File: src/rtl/imul_iter_param.sv
// Iterative NBITS x NBITS multiplier (shift-add on magnitudes, sign fixed at the end) with val/rdy streams.
// Define IMUL_EARLY_TERM_EN to stop iterating once the remaining multiplier bits are all zero.
module imul_iter_param #(
    parameter int unsigned NBITS = 32
) (
    input  logic                 clk,
    input  logic                 reset,
    input  logic                 istream_val,
    output logic                 istream_rdy,
    input  logic [2*NBITS+1:0]   istream_msg,
    output logic                 ostream_val,
    input  logic                 ostream_rdy,
    output logic [NBITS-1:0]     ostream_msg
);
    localparam int unsigned W2    = 2 * NBITS;
    localparam int unsigned CNT_W = $clog2(NBITS);

    typedef enum logic [1:0] {IDLE, CALC, DONE} state_t;

    state_t             state_q, state_d;
    logic [W2-1:0]      a_q, a_d;
    logic [NBITS-1:0]   b_q, b_d;
    logic [W2-1:0]      prod_q, prod_d;
    logic [CNT_W-1:0]   cnt_q, cnt_d;
    logic [1:0]         op_q, op_d;
    logic               neg_q, neg_d;

    logic [1:0]         in_op;
    logic [NBITS-1:0]   in_a, in_b, a_mag, b_mag;
    logic               a_neg, b_neg, accept, last_iter;
    logic [W2-1:0]      res;

    // Request decode: signedness per op, then magnitudes of the operands
    assign in_op  = istream_msg[2*NBITS+1 -: 2];
    assign in_a   = istream_msg[2*NBITS-1 -: NBITS];
    assign in_b   = istream_msg[NBITS-1:0];
    assign a_neg  = ((in_op == 2'b01) || (in_op == 2'b10)) && in_a[NBITS-1];
    assign b_neg  = (in_op == 2'b01) && in_b[NBITS-1];
    assign a_mag  = a_neg ? (~in_a + NBITS'(1)) : in_a;
    assign b_mag  = b_neg ? (~in_b + NBITS'(1)) : in_b;
    assign accept = istream_val && istream_rdy;
    assign res    = neg_q ? (~prod_q + W2'(1)) : prod_q;

`ifdef IMUL_EARLY_TERM_EN
    assign last_iter = (cnt_q == CNT_W'(NBITS - 1)) || (b_q[NBITS-1:1] == '0);
`else
    assign last_iter = (cnt_q == CNT_W'(NBITS - 1));
`endif

    always_ff @(posedge clk or posedge reset) begin
        if (reset) begin
            state_q <= IDLE;
        end else begin
            state_q <= state_d;
        end
    end

    always_comb begin
        state_d = state_q;
        unique case (state_q)
            IDLE:    if (accept)      state_d = CALC;
            CALC:    if (last_iter)   state_d = DONE;
            DONE:    if (ostream_rdy) state_d = IDLE;
            default:                  state_d = IDLE;
        endcase
    end

    always_comb begin
        istream_rdy = 1'b0;
        ostream_val = 1'b0;
        ostream_msg = '0;
        unique case (state_q)
            IDLE: istream_rdy = ~reset;
            DONE: begin
                ostream_val = 1'b1;
                ostream_msg = (op_q == 2'b00) ? res[NBITS-1:0] : res[W2-1:NBITS];
            end
            default: ;
        endcase
    end

    // Datapath: load on accept, one shift-add step per CALC cycle
    always_comb begin
        a_d    = a_q;
        b_d    = b_q;
        prod_d = prod_q;
        cnt_d  = cnt_q;
        op_d   = op_q;
        neg_d  = neg_q;
        if ((state_q == IDLE) && accept) begin
            a_d    = W2'(a_mag);
            b_d    = b_mag;
            prod_d = '0;
            cnt_d  = '0;
            op_d   = in_op;
            neg_d  = a_neg ^ b_neg;
        end else if (state_q == CALC) begin
            if (b_q[0]) prod_d = prod_q + a_q;
            a_d   = a_q << 1;
            b_d   = b_q >> 1;
            cnt_d = cnt_q + CNT_W'(1);
        end
    end

    always_ff @(posedge clk or posedge reset) begin
        if (reset) begin
            a_q    <= '0;
            b_q    <= '0;
            prod_q <= '0;
            cnt_q  <= '0;
            op_q   <= '0;
            neg_q  <= 1'b0;
        end else begin
            a_q    <= a_d;
            b_q    <= b_d;
            prod_q <= prod_d;
            cnt_q  <= cnt_d;
            op_q   <= op_d;
            neg_q  <= neg_d;
        end
    end
endmodule
File: config.mk
export PLATFORM = sky130hd
export DESIGN_NAME = imul_iter_param
export DESIGN_NICKNAME = d
export VERILOG_FILES = /design/src/rtl/imul_iter_param.sv
export SDC_FILE = /design/constraint.sdc
export NUM_CORES = 1
export LEC_CHECK = 0
export BUFFER_PORTS_ARGS = -buffer_cell sky130_fd_sc_hd__buf_4
export CORE_MARGIN = 2
export CORE_UTILIZATION = 35
export DETAILED_ROUTE_END_ITERATION = 10
export PLACE_DENSITY = 0.5
export SLEW_MARGIN = 0
export SYNTH_ARGS = -nofsm -noshare
export SYNTH_HDL_FRONTEND = slang
export SYNTH_SLANG_ARGS = --single-unit
File: constraint.sdc
create_clock -name clk -period 11.7 [get_ports clk]
set_clock_uncertainty 0.15 [all_clocks]
set_input_delay 1.17 -clock clk [delete_from_list [all_inputs] [get_ports clk]]
set_output_delay 1.17 -clock clk [all_outputs]
set_load 0.05 [all_outputs]
## Word-level counts from Yosys, hierarchy flattened

Cells that the tools add are included.
W data, S select, Z words.

- Bits in registers: 170
- Input bits: 70
- Logic and storage cells: 56

- Add/subtract/negate cells: 5
- Equal/unequal tests: 8
- Muxes and demuxes: 20
- Bitwise logic cells: 5
- Reductions and logical operators: 11

Operators with widths:

| kind | number |
|---|---|
| $mux W64 | 6 |
| $mux W32 | 6 |
| $add A32 B1 Y32 const B | 2 |
| $add A64 B1 Y64 const B | 1 |
| $add A64 B64 Y64 | 1 |
| $not A32 Y32 | 2 |
| $not A64 Y64 | 1 |
| $mux W5 | 2 |
| $mux W2 | 3 |
| $ne A2 B2 Y1 const B | 3 |
| $pmux W2 S3 | 1 |
| $add A5 B1 Y5 const B | 1 |
| $eq A5 B5 Y1 const B | 1 |
| $eq A2 B1 Y1 const B | 2 |
| $eq A2 B2 Y1 const B | 2 |
| $logic_and A1 B1 Y1 | 4 |
| $logic_not A2 Y1 | 2 |
| $reduce_bool A2 Y1 | 2 |
| $reduce_and A3 Y1 | 1 |
| $mux W1 | 2 |
| $reduce_and A2 Y1 | 1 |
| $logic_or A1 B1 Y1 | 1 |
| $not A1 Y1 | 1 |
| $xor A1 B1 Y1 | 1 |

## Longest topological paths before layout

Gate-level depths: netlist of the first run.

- Depth after elaboration: 6
- Gate-level depth with buffers: 13

## Least setup slack after synthesis of the first run

OpenSTA, ideal clock, no wires.

- Kind: flip-flop to output port
- Start point: register prod_q[13]
- End point: output ostream_msg[23]
- Arrival time: 4951 ps
- Slack: 5429 ps
- Stages on the path, launching flop included: 13
- Cell sequence: dfrtp_1 -> or4_4 -> or3_4 -> or4b_4 -> or3_4 -> or4_1 -> buf_2 -> or3_1 -> or2_4 -> o41ai_2 -> xnor2_1 -> nor2_1 -> a211oi_1

- Longest elaborated chain between the ends: 5

RTL lines:

| element | line | RTL |
|---|---|---|
| start, declared | 23 | `logic [W2-1:0] prod_q, prod_d;` |
| start signal, assigned | 116 | `prod_q <= prod_d;` |
| $not A64 Y64 | 42 | `assign res = neg_q ? (~prod_q + W2'(1)) : prod_q;` |
| $add A64 B1 Y64 | 42 |  |
| $mux W64 | 42 |  |
| $mux W32 | 76 | `ostream_msg = (op_q == 2'b00) ? res[NBITS-1:0] : res[W2-1:NBITS];` |
| $mux W32 | 72 | `unique case (state_q)` |
| end, declared | 13 | `output logic [NBITS-1:0] ostream_msg` |

Every way passes these cells.

## Worst setup path in the final report of the first run

- Start point: register prod_q[13]
- End point: output ostream_msg[27]

Same word-level chain as after synthesis.

==> results of run 1 <==
==> power by group <==
group / leakage [nW] / switching, W / internal (W) / total, W
registers: 2.17 / 0.000336 / 0.000845 / 0.00118
logic: 3.92 / 0.00142 / 0.000871 / 0.00229
clock network: 0.302 / 0.000267 / 0.000364 / 0.000632
==> metal layers <==
metal,vias to the layer above,share of wire [%]
met5,-,0
met4,0,2.7
met3,59,5.0
met2,319,43
met1,5936,49
li1,6093,-
==> metrics by stage <==
stage	hold slack [ps]	cell area (um^2)	power, W
6_report	351	15000	0.00410
5_1_grt	374	14900	0.00445
4_1_cts	357	14900	0.00410
3_5_place_dp	352	14300	0.00345
3_3_place_gp	340	14300	0.00344
2_1_floorplan	310	13200	0.00279
==> cells by family after synthesis <==
logic type      after synthesis  share of synthesized area (%)
compound gates              512                           23.6
xor+xnor                    179                           11.9
fa+ha+maj                    70                           6.71
buf+inv                     129                           3.69
flops                       170                           32.3
mux                           3                          0.228
simple gates                640                           21.5
==> synthesized netlist by cell type (all sizes together) (7+ instances only) <==
master  instances  area [um^2]
nor2b          10         62.6
or3            21          141
nand4          19          119
and3           11         68.8
buf            17         65.1
a31oi          69          432
o41ai          17          164
or2             9         58.8
a21oi         149          746
a211oi         19          143
nor3           11         55.1
xnor2         100          876
o21ai         143          716
xor2           79          692
dfrtp         170         4250
a21o           25          188
o21bai         16          120
clkbuf         82          308
ha             69          863
nor2          138          518
nand3          40          200
nand2b          9         56.3
o31ai          33          248
nand2         328         1230
or4            16          124
o21a            7         52.6
nor4           12         75.1
inv            30          113
==> worst max-delay path, cell delays in order, from the launching register on <==
cell and delay, ps:
dfrtp_1 470, or4_4 570, or3_4 350, or4b_4 510, or3_4 430, or4_1 620
or3_1 400, or2_4 260, o31ai_1 270, xor2_1 170, a211oi_1 510, buf_4 300
==> final cells by class <==
type,instances,area (um^2),area share [%]
antenna,1,2.50,0.0167
clock buffer,18,439,2.94
clock inverter,14,196,1.31
inverter,30,118,0.787
multi-input combinational,1404,8470,56.6
sequential,170,4260,28.5
tap,511,639,4.28
timing repair buffer,111,833,5.57
==> registers in the layout (all words and copies together) (netlist names) <==
| signal | count |
|---|---|
| b_q | 32 |
| state_q | 2 |
| a_q | 64 |
| op_q | 2 |
| neg_q | 1 |
| cnt_q | 5 |
| prod_q | 64 |
==> worst max path at each step <==
stage,startpoint,end,slack (ps),depth (start not counted)
floorplan,prod_q[13],ostream_msg[23],5430,12
global placement,prod_q[13],ostream_msg[27],5590,11
detailed placement,prod_q[13],ostream_msg[27],5570,11
CTS,prod_q[13],ostream_msg[27],5050,11
global route,prod_q[13],ostream_msg[27],4930,11
finish,prod_q[13],ostream_msg[27],5060,11
==> results_dict.tcl, run 1 <==
set metrics [dict create \
    dr.pass1.iters 5 \
    viasPerCell 5.49 \
    synth.net_count 1843 \
    arrival_ps 5320 \
    power.leakage_nw 6.40 \
    grt_overflow_total 0 \
    dieArea_mm2 0.0392 \
    hpwl_um 30700 \
    fp.dieW_um 198 \
    cts_buffer_depth 2 \
    min_path_cells 2 \
    hold_viol_final 0 \
    io_buffers 103 \
    drtIter0Drc 892 \
    worstPathRequired_ps 10380 \
    timing.slew.headroom_pct 25.8 \
    r2r_start "prod_q[1]" \
    cts_sinks 170 \
    drv_cap 0 \
    avgSynthCellArea_um2 7.73 \
    cts_tree "built" \
    drive_gt1_share_pct 9.67 \
    antenna_found_initial 1 \
    fin_util_pct 40.0 \
    fin_nets 1874 \
    critPathKind "reg -> out" \
    status "finished clean" \
    setup_viol 0 \
    grt_util_met3_pct 3.73 \
    tns_ps 0 \
    track_usage_pct 21.9 \
    place_congestion 0.903 \
    ys_seq_elements 170 \
    cts_max_level 4 \
    fill_cells 3856 \
    clk_pin_slew_ps 70 \
    fp.dieH_um 198 \
    routed_wl_um 42200 \
    post-cts-setup-buffer-count 0 \
    wire_per_inst_um 18.7 \
    hold_end "b_q[0]" \
    end_kind "primary output" \
    layout_min_cycle_time_ps 6640 \
    cp_max_fo 9 \
    ir_worst_vdd_mv 0.103 \
    synthCells 1703 \
    io_pins 104 \
    fp.coreArea_mm2 0.0374 \
    power.density_mw_per_mm2 274 \
    grt_pass1_wl_um 67100 \
    via_count 12400 \
    synthToLayoutAreaGrowth_pct 13.5 \
    fin_crit_sh_pct 56.7 \
    grt_pass1_vias 11700 \
    dpl_worst_slack_ps 5570 \
    layout_common_cells "326 x nand2_1, 169 x dfrtp_1, 149 x a21oi_1" \
    r2r_end "prod_q[53]" \
    cts_hold_buffers 0 \
    ys_async_sr_fraction_pct 100 \
    yosys_warnings 0 \
    hp-class "reg -> reg" \
    grt_use_met2_pct 32.6 \
    min-delay-start "b_q[1]" \
    drv_slew 0 \
    fin_ws_ps 5060 \
    drc 0 \
    grtUsageMet1_pct 32.2 \
    synth-main-ff-cell "dfrtp_1" \
    ys_types 61 \
    layout_commonest_cell "nand2_1" \
    final_cells 2259 \
    numPlacedInstances 2226 \
    synth_edf_count 0 \
    fmax_mhz 151 \
    r2r_cells 12 \
    syn_area_mm2 0.0132 \
    yosysSeqAreaShare_pct 32.3 \
    grt_start_max_net_pins 103 \
    grt-busiest-layer "met2" \
    antenna_left 0 \
    worstMarginPinSlew_ps 1110 \
    rows 71 \
    rsz0062_at_grt "no" \
    start_kind "register" \
    cts-resized-gates 0 \
    ctsRootBufferMaster "clkbuf_16" \
    clock_latency_ps 450 \
    r2r_slack_ps 7180 \
    cts_buffers 17 \
    initial_utilization_pct 35.2 \
]
Power figures use the tool's default switching activity.
==> inputs of run 2 (changes only) <==
- ABC_AREA: default -> 1
- PLACE_DENSITY: 0.5 -> 0.52
- clock period: 11.7 -> 5.8 ns (I/O delays scaled with it)
==> results_dict.tcl, run 2 <==
set metrics [dict create \
    cts_buffers 17 \
    power.density_mw_per_mm2 519 \
    synth.net_count 3124 \
    pwr-share-comb_pct 62.8 \
    layout_common_cells "1,045 x nand2_1, 539 x inv_1, 296 x nor2_1" \
    ctsRootBufferMaster "clkbuf_16" \
    drc 0 \
    wire_per_inst_um 18.0 \
    arrival_ps 3260 \
    io_buffers 103 \
    synthTopCellsByCount "1,045 x nand2_1, 540 x inv_1, 298 x nor2_1" \
    synth-main-ff-cell "dfrtp_1" \
    dpl_worst_slack_ps 2110 \
    track_usage_pct 26.8 \
    status "finished clean" \
    io_pins 104 \
    cts_max_level 4 \
    grt_start_max_net_pins 71 \
    synth_top_area_cell "dfrtp_1" \
    clkPwrFrac_pct 12.0 \
    endpoint "ostream_msg[19]" \
    n_antenna_cell 0 \
    cts_hold_buffers 1 \
    dr.pass1.iters 7 \
    fin_util_pct 39.7 \
    top_regs "a_q (64), prod_q (64), b_q (32)" \
    yosysSeqAreaShare_pct 24.9 \
    yosysTopAreaCellShare_pct 24.9 \
    cp_max_fo 11 \
    initial_utilization_pct 35.6 \
    dieArea_mm2 0.0506 \
    syn_area_mm2 0.0171 \
    r2r_start "state_q[0]" \
    hp-class "in -> reg" \
    hpwl_um 53700 \
    via_count 18900 \
    fin_hold_ws_ps 177 \
    tns_ps 0 \
    viasPerCell 5.12 \
    start_kind "register" \
    fp.dieW_um 225 \
    avgSynthCellArea_um2 5.72 \
    place_congestion 0.965 \
    fill_cells 5382 \
    critPathKind "reg -> out" \
    p_int_w 0.00419 \
    antenna_found_initial 0 \
    synthCells 2984 \
    rows 80 \
    fin_nets 3192 \
    ir_worst_vdd_mv 0.279 \
    critPathLaunch "state_q[1]" \
    cts_buffer_depth 2 \
    power.net_switching_w 0.00569 \
    netlist_top_cells_area "dfrtp_1 25%, nand2_1 23%, inv_1 12%" \
    yosys_warnings 0 \
    antenna_left 0 \
    routed_wl_um 66200 \
    grt_pass1_vias 17700 \
    grt_pass1_wl_um 104000 \
    r2r_slack_ps 2250 \
    finalPower_w 0.00988 \
    layout_commonest_cell "nand2_1" \
    rsz0062_at_grt "no" \
    setup_viol 0 \
    clock_latency_ps 500 \
    fin_crit_sh_pct 68.8 \
    cts-resized-gates 0 \
    clk_pin_slew_ps 80 \
    switching_share_pct 57.6 \
    power.leakage_nw 10.6 \
    fp.coreArea_mm2 0.0479 \
    worstPathRequired_ps 5070 \
    drv_cap 0 \
    ys_seq_elements 170 \
    cts_sinks 170 \
    synthToLayoutAreaGrowth_pct 11.4 \
    ys_async_sr_fraction_pct 100 \
    r2r_cells 9 \
    worstMarginPinSlew_ps 1100 \
    post-cts-setup-buffer-count 0 \
    layout_min_cycle_time_ps 3990 \
    fmax_mhz 251 \
    fin_ws_ps 1810 \
    synth_edf_count 0 \
    drive_gt1_share_pct 7.37 \
    ys_types 48 \
    sequentialPowerShare_pct 25.2 \
    grt_overflow_total 0 \
    drv_slew 0 \
    drtIter0Drc 1486 \
    timing.slew.headroom_pct 26.4 \
    hold_viol_final 0 \
    synth.most_common_cell "nand2_1" \
    cts_tree "built" \
    end_kind "primary output" \
    fp.dieH_um 225 \
    r2r_end "prod_q[39]" \
]
run 2: cell types whose count changed after synthesis, moves of 23 or more:
cell,delta
xnor2_1,-97
a31oi_1,-65
nand2_1,+717
nand3_1,+208
clkbuf_1,-51
a22oi_1,+45
xor2_1,-57
buf_2,+28
o31ai_1,-23
a21o_1,-23
nor2_1,+160
inv_1,+510
a21oi_1,-51
run 2: cell families (layout without fill, tap and decap cells):
kind of cell             Yosys count  after routing  synth area share (%)
AO/OA/AOI/OAI                    379            379                  12.9
XOR/XNOR                          25             25                  1.28
adder cells (fa/ha/maj)           70             70                  5.17
buffers and inverters            619            700                  13.9
flip-flops                       170            170                  24.9
AND/OR/NAND/NOR                 1721           1721                  41.9
run 2: cell type report:
| class | count | area [um^2] | share of cell area (%) |
|---|---|---|---|
| multi-input combinational | 2195 | 10500 | 55.0 |
| sequential | 170 | 4260 | 22.4 |
| clock buffer | 17 | 425 | 2.24 |
| clock inverter | 15 | 169 | 0.888 |
| inverter | 552 | 2080 | 10.9 |
| timing repair buffer | 116 | 873 | 4.59 |
| tap | 615 | 769 | 4.04 |
run 2: power groups by stage:
| stage | Sequential (W) | Clock (W) | Combinational, W |
|---|---|---|---|
| global placement | 0.00249 | 0 | 0.00611 |
| global route | 0.00254 | 0.00127 | 0.00701 |
| detailed placement | 0.00249 | 0 | 0.00615 |
| floorplan | 0.00208 | 0 | 0.00448 |
| CTS | 0.00247 | 0.00122 | 0.00618 |
| finish | 0.00249 | 0.00119 | 0.00620 |
run 2: stage by stage:
step	std cells	instance area (um^2)
4_1_cts	3680	19000
3_5_place_dp	3647	18400
2_1_floorplan	2984	17100
6_report	3680	19000
3_3_place_gp	3647	18400
5_1_grt	3680	19000
run 2: metal layers:
layer	part of all wire, %	vias up	track usage [%]
li1	-	9503	-
met2	45	497	43.3
met1	47	8778	37.0
met4	2.5	0	8.18
met5	0	-	0
met3	5.1	72	3.84
run 2: worst min-delay path by stage:
stage / startpoint / endpoint / slack, ps / depth (start not counted)
final: istream_msg[64] / op_q[0] / 180 / 3
after global routing: istream_msg[64] / op_q[0] / 150 / 3
after CTS: istream_msg[64] / op_q[0] / 140 / 3
after detailed placement: b_q[24] / b_q[24] / 310 / 2
after global placement: b_q[24] / b_q[24] / 310 / 2
after floorplan: b_q[24] / b_q[24] / 290 / 2
run 2: critical path: stages (launching register included):
cell and delay (ps):
dfrtp_1 430, inv_1 100, nor2_2 640, inv_1 570, a31oi_1 500, o21ai_0 220
inv_1 90, buf_4 190
==> inputs of run 3 (changes only) <==
- clock period: 5.8 -> 3.66 ns (I/O delays scaled with it)
==> results_dict.tcl, run 3 (synthesis results as in run 2) <==
set metrics [dict create \
    hold_end "b_q[31]" \
    layout_common_cells "1,044 x nand2_1, 539 x inv_1, 295 x nor2_1" \
    drive_gt1_share_pct 7.79 \
    switching_share_pct 57.3 \
    tns_ps 0 \
    ctsRootBufferMaster "clkbuf_16" \
    min-delay-start "istream_msg[31]" \
    worstPathCellList "inv_1, ha_4, nand3_2, nor2_2, nand2_2, nor2_4, nand2_2, nand2_4, nand2_1, nand2_2, nand3_1, a21oi_2, buf_6" \
    cts_max_level 4 \
    crit_top_cell "nand2_2" \
    antenna_left 0 \
    top_regs "a_q (64), prod_q (64), b_q (32)" \
    io_pins 104 \
    fp.dieW_um 225 \
    place_congestion 0.967 \
    initial_utilization_pct 35.6 \
    setup_viol 0 \
    r2r_cells 14 \
    finalPower_w 0.0158 \
    io_buffers 103 \
    worstMarginPinSlew_ps 1020 \
    p_int_w 0.00673 \
    n_antenna_cell 0 \
    cp_max_fo 9 \
    cts_tree "built" \
    cp_slowest_cell "dfrtp_1" \
    ir_worst_vdd_mv 0.469 \
    layout_commonest_cell "nand2_1" \
    layout_min_cycle_time_ps 3440 \
    timing.slew.headroom_pct 31.8 \
    rsz0062_at_grt "no" \
    fin_crit_sh_pct 94.0 \
    critPathKind "reg -> out" \
    r2r_slack_ps 680 \
    status "finished clean" \
    arrival_ps 2920 \
    cts_buffers 17 \
    viasPerCell 5.09 \
    end_kind "primary output" \
    place_area_mm2 0.0185 \
    via_count 18800 \
    sequentialPowerShare_pct 25.0 \
    hold_viol_final 0 \
    grt_pass1_vias 18100 \
    dpl_worst_slack_ps 522 \
    power.net_switching_w 0.00903 \
    antenna_found_initial 0 \
    dieArea_mm2 0.0506 \
    cts_sinks 170 \
    rows 80 \
    drtIter0Drc 1440 \
    cts_buffer_depth 2 \
    grt_pass1_wl_um 106000 \
    fmax_mhz 291 \
    pwr-share-comb_pct 63.4 \
    grt_overflow_total 0 \
    fp.coreArea_mm2 0.0479 \
    power.leakage_nw 10.7 \
    synthToLayoutAreaGrowth_pct 12.4 \
    track_usage_pct 27.7 \
    fp.dieH_um 225 \
    r2r_start "prod_q[10]" \
    power.density_mw_per_mm2 821 \
    hp-class "in -> reg" \
    worstPathRequired_ps 3140 \
    drv_slew 0 \
    wire_per_inst_um 18.5 \
    final_area_mm2 0.0192 \
    routed_wl_um 68300 \
    dr.pass1.iters 5 \
    drv_cap 0 \
    post-cts-setup-buffer-count 0 \
    grt_start_max_net_pins 71 \
    drc 0 \
    min_path_cells 3 \
    start_kind "register" \
    fin_ws_ps 220 \
    max_stage_delay_ps 420 \
    r2r_end "prod_q[61]" \
    hpwl_um 55800 \
    clk_pin_slew_ps 70 \
    clkPwrFrac_pct 11.6 \
    fin_nets 3208 \
    clock_latency_ps 500 \
]
-- run 3: worst max path at each step --
stage,from,end,slack [ps],depth (start not counted)
CTS,prod_q[1],ostream_msg[30],70,13
floorplan,prod_q[1],ostream_msg[30],830,12
detailed placement,prod_q[28],ostream_msg[30],520,12
finish,prod_q[1],ostream_msg[30],220,13
global route,prod_q[1],ostream_msg[30],40,13
global placement,prod_q[28],ostream_msg[30],480,12
-- run 3: per-layer routing --
metal	track usage (%)	wire (um)	vias up
met1	37.7	32000	8716
met3	4.53	3680	96
met2	44.1	30200	480
met4	10.6	2390	0
met5	0	0	-
li1	-	-	9528
-- run 3: power groups by stage --
stage          clock (W)  combinational [W]  sequential (W)
6_report         0.00182            0.00999         0.00394
5_1_grt          0.00196             0.0113         0.00402
2_1_floorplan          0            0.00711         0.00329
4_1_cts          0.00188            0.00995         0.00390
3_3_place_gp           0            0.00988         0.00391
3_5_place_dp           0            0.00990         0.00392
-- run 3: area by class of cell --
type / instances / area, um^2
multi-input combinational: 2195 / 10500
clock inverter: 10 / 81.3
sequential: 170 / 4260
timing repair buffer: 132 / 1050
tap: 615 / 769
fill: 5381 / 28800
clock buffer: 21 / 480
inverter: 552 / 2080
-- run 3: per-stage QoR --
step	std cells	util [%]	hold slack, ps
3_5_place_dp	3657	38.7	316
3_3_place_gp	3657	38.7	310
4_1_cts	3695	40.0	6.48
5_1_grt	3695	40.0	34.7
6_report	3695	40.0	34.1
2_1_floorplan	2984	-	292
-- run 3: what timing repair did --
item / 4_1_cts / 5_1_grt
hold buffers: 7 / 0
setup endpoints to repair: 1 / 3
hold endpoints to repair: 37 / 0
gates resized for setup: 1 / 7
-- run 3: worst max-delay path, delay by kind of cell, from the launching register on --
family | cells | cell delay, ps
AOI/OAI and AO/OA | 1 | 190
DFF | 1 | 420
adders and majority gates | 1 | 180
buffers and inverters | 2 | 350
and+or+nand+nor | 9 | 1270
